### config.mk
export PLATFORM = sky130hd
export DESIGN_NAME = song_note_fetcher
export DESIGN_NICKNAME = d
export VERILOG_FILES = /design/src/rtl/song_note_fetcher.sv
export SDC_FILE = /design/constraint.sdc
export NUM_CORES = 1
export LEC_CHECK = 0
export CAP_MARGIN = 20
export CORE_MARGIN = 2
export CORE_UTILIZATION = 40
export DETAILED_ROUTE_END_ITERATION = 7
export GPL_ROUTABILITY_DRIVEN = 0
export PLACE_DENSITY = 0.66
export SETUP_SLACK_MARGIN = 0.15
export SYNTH_ARGS = -nofsm -noshare
export SYNTH_HDL_FRONTEND = slang
export SYNTH_SLANG_ARGS = --single-unit
### constraint.sdc
create_clock -name clk -period 2.1 [get_ports clk]
set_clock_uncertainty 0.1 [all_clocks]
set_input_delay 0.21 -clock clk [delete_from_list [all_inputs] [get_ports clk]]
set_output_delay 0.21 -clock clk [all_outputs]
set_load 0.02 [all_outputs]
### src/rtl/song_note_fetcher.sv
// Learn-mode note sequencer: fetches the selected song's notes from a synchronous ROM,
// blanks between notes so a repeated note needs a fresh key press, and flags end of song.
module song_note_fetcher #(
  parameter int         ADDR_W     = 8,
  parameter int         NOTE_LOG2  = 6,
  parameter logic [9:0] END_WORD   = 10'h000,
  parameter logic [9:0] BLANK_WORD = 10'h3FF
) (
  input  logic                 clk,
  input  logic                 rst_n,
  input  logic [1:0]           song_sel,
  input  logic                 restart,
  input  logic                 read_en,
  output logic [ADDR_W-1:0]    rom_addr,
  input  logic [9:0]           rom_data,
  output logic [9:0]           data_out,
  output logic                 note_valid,
  output logic                 song_done,
  output logic [NOTE_LOG2-1:0] note_index
);

  typedef enum logic [2:0] {IDLE, ISSUE, WAIT, LATCH, SHOW, DONE} state_t;

  localparam logic [NOTE_LOG2-1:0] LAST_NOTE = '1;

  state_t               state;
  logic [NOTE_LOG2-1:0] ptr;
  logic [1:0]           song_q;
  logic                 arm;
  logic                 read_en_q;

  // Song number occupies the top two address bits, the note pointer the bottom bits.
  function automatic logic [ADDR_W-1:0] song_addr(input logic [1:0] song,
                                                  input logic [NOTE_LOG2-1:0] p);
    logic [ADDR_W-1:0] a;
    a = '0;
    a[ADDR_W-1 -: 2]   = song;
    a[NOTE_LOG2-1:0]   = p;
    return a;
  endfunction

  always_ff @(posedge clk) begin
    if (!rst_n) begin
      state      <= IDLE;
      ptr        <= '0;
      song_q     <= song_sel;
      rom_addr   <= song_addr(song_sel, '0);
      data_out   <= BLANK_WORD;
      note_valid <= 1'b0;
      song_done  <= 1'b0;
      note_index <= '0;
      arm        <= 1'b0;
      read_en_q  <= 1'b0;
    end else begin
      read_en_q <= read_en;
      // Restart beats everything, including an advance on the same edge.
      if (restart) begin
        song_q     <= song_sel;
        ptr        <= '0;
        note_index <= '0;
        song_done  <= 1'b0;
        note_valid <= 1'b0;
        data_out   <= BLANK_WORD;
        state      <= ISSUE;
      end else begin
        case (state)
          IDLE: if (read_en) state <= ISSUE;
          ISSUE: begin
            rom_addr <= song_addr(song_q, ptr);
            state    <= WAIT;
          end
          WAIT: state <= LATCH;
          LATCH: begin
            if (rom_data == END_WORD) begin
              song_done <= 1'b1;
              state     <= DONE;
            end else begin
              data_out   <= rom_data;
              note_valid <= 1'b1;
              arm        <= ~read_en;
              state      <= SHOW;
            end
          end
          SHOW: begin
            if (!read_en) arm <= 1'b1;
            // A key already held when the note appeared must be released before it counts.
            if (arm && read_en && !read_en_q) begin
              note_valid <= 1'b0;
              data_out   <= BLANK_WORD;
              arm        <= 1'b0;
              if (note_index != LAST_NOTE) note_index <= note_index + 1'b1;
              if (ptr == LAST_NOTE) begin
                song_done <= 1'b1;
                state     <= DONE;
              end else begin
                ptr   <= ptr + 1'b1;
                state <= ISSUE;
              end
            end
          end
          DONE: begin
            song_done  <= 1'b1;
            note_valid <= 1'b0;
            data_out   <= BLANK_WORD;
          end
          default: state <= IDLE;
        endcase
      end
    end
  end

endmodule

==> flow_summary.ini <==
[min_path]
hold_depth = 1
whs_endpoint = song_done
hold_start = song_done
hold_path_class = flop to flop

[route]
vias = 1595
drtIter0Drc = 55
drt_wl_total_um = 4150
antenna_left = 0
firstDrtPassIters = 4
post_drt_wl_per_cell_um = 14.0
drcViolationCount = 0
via_per_inst = 5.37

[run_status]
status = finished, final reports clean

[logic_synthesis]
synth_warnings = 0
synth_top_area_cell = dfxtp_1
ys_seq_area_share_pct = 46.2
netlist_instances = 192
syn_nets = 210
synthTopCellsByArea = dfxtp_1 (39%), edfxtp_1 (6.8%), nor3_1 (6.5%)
mappedNetlistArea_um2 = 1780
avgSynthCellArea_um2 = 9.25
ys_async_sr_fraction_pct = 0
synth_enable_flop_cells = 4
synth-seq-cells = 39
synth_compound_area_share_pct = 16.5
muxShareOfSynthArea_pct = 5.64
synth_top_area_share_pct = 39.5
synth-simple-area-share_pct = 23.6
synthAdderAreaFrac_pct = 1.41
synth-xor-area-share_pct = 2.47
synth-main-ff-cell = dfxtp_1
netlist-cell-type-count = 46
synth_top_family_by_area = simple AND/OR/NAND/NOR gates

[cts]
cts_max_path_buffers = 2
postCtsSetupRepairBufs = 0
htree_levels = 2
insertion_delay_ps = 290
cts.clk_slew.worst_paths_ps = 80
cts_buffers = 5
cts_tree = yes
cts_root_buffer = clkbuf_8
clock_sinks = 39

[sta]
post-route-min-period_ps = 1860
slew_headroom_pct = 64.1
slew_violations = 0
clock.fmax_ghz = 0.537
hold_ws_ps = 389
hold_viol_final = 0
rsz0062_at_grt = no
worstMarginPinSlew_ps = 537
finalSetupViolCount = 0
finalWorstSetupSlack_ps = 239
post-route-period-util_pct = 88.6

[placement]
place_worst_setup_slack_ps = -83.1
postPlaceCellArea_um2 = 2300
io_buffers = 41
dp_cells = 288
hpwl_um = 2920

[pwr]
vdd_drop_max_mv = 0.375
cellLeakagePower_nw = 0.873
p_per_area_nw_per_um2 = 596
power_mw = 1.44

[worst_setup_path]
critical_path.endpoint_type = flop
r2r_start = state[1]
start_kind = flop
r2r_end = ptr[3]
cp_max_fo = 9
crit_type = flop to flop
reg2reg_slack_ps = 240
cp_data_arrival_time_ps = 1990
cp_data_required_time_ps = 2230
rr_worst_depth = 4

[layout]
final_common_cell = clkdlybuf4s50_1
fillers = 406
syn_to_final_growth_pct = 36.2
layout_common_cells = clkdlybuf4s50_1 (41), dfxtp_1 (34), nor3_1 (22)
nNetsFinal = 262
drive_gt1_share_pct = 12.7
multi_input_area_um2 = 898
final_cells = 297
regArea_um2 = 822
diodes = 0
stdcell_area_um2 = 2420

[global_routing]
grt_pass1_vias = 1540
overflow = 0
grt_max_degree = 17
antenna_found_initial = 0
grt_pass1_wl_um = 6990
gr-usage-all-layers_pct = 17.5

[floorplanning]
die_width_um = 70.6
core_area_um2 = 4320
rows = 24
start_util_pct = 41.1
die-area_um2 = 4990
ioPinCount = 42
die_h_um = 70.6

[job]
cap_violations = 0
## cell type report
type | instances | share of cell area, %
multi-input combinational | 137 | 37.2
sequential | 39 | 34.0
timing repair buffer | 55 | 21.3
clock buffer | 6 | 3.42
tap | 52 | 2.69
inverter | 6 | 0.932
clock inverter | 2 | 0.466
## cell families (layout without fill, tap and decap cells)
logic type      Yosys count  after routing
flops                    39             39
simple gates             77             77
mux                      10             10
xor+xnor                  5              5
fa+ha+maj                 2              2
buf+inv                  17             69
compound gates           42             43
## routing by layer
metal / wire (um) / track usage [%] / part of all wire, % / vias to the layer above
li1: - / - / - / 799
met1: 2030 / 22.5 / 49 / 750
met2: 1890 / 28.5 / 46 / 40
met3: 157 / 3.42 / 3.8 / 6
met4: 70 / 8.18 / 1.7 / 0
met5: 0 / 0 / 0 / -
## how the worst max path moves through the flow
stage	from	endpoint
detailed placement	rom_data[6]	data_out[0]
global route	rom_data[6]	data_out[0]
CTS	ptr[0]	ptr[5]
floorplan	state[1]	ptr[3]
global placement	rom_data[6]	data_out[5]
finish	state[1]	ptr[3]
## registers in the layout, summed over array words and instances (netlist names)
name	cells
song_done	1
song_q	2
data_out	10
note_valid	1
state	3
read_en_q	1
note_index	6
ptr	6
rom_addr	8
arm	1
## cell usage after synthesis (all sizes together) (3+ instances only)
cell type / n
mux2i: 10
a21oi: 7
edfxtp: 4
o21ai: 15
dfxtp: 35
nand3: 5
nor2b: 10
xnor2: 4
inv: 6
a211o: 3
buf: 4
nand2: 11
clkbuf: 7
nor2: 9
nor3: 23
## where the power goes
part | switching, mW | internal [mW]
clock network | 0.277 | 0.263
registers | 0.0119 | 0.765
logic | 0.0572 | 0.0662
total | 0.346 | 1.09
## metrics by stage
step | TNS (ps) | util, %
after floorplan | 0 | -
after global placement | -449 | 53.3
after detailed placement | -691 | 53.3
after CTS | 0 | 55.5
after global routing | 0 | 55.9
final | 0 | 55.9
## critical path: stages, from the launching register on
cell and delay (ps):
dfxtp_1 410, or3b_4 490, a211o_1 320, or3_1 340
a21oi_1 140
## what timing repair did
item	in CTS	in global routing
gates resized for setup	0	4
hold buffers	0	0
setup endpoints to repair	0	8
Note: power is estimated with default switching activity, not from simulation.
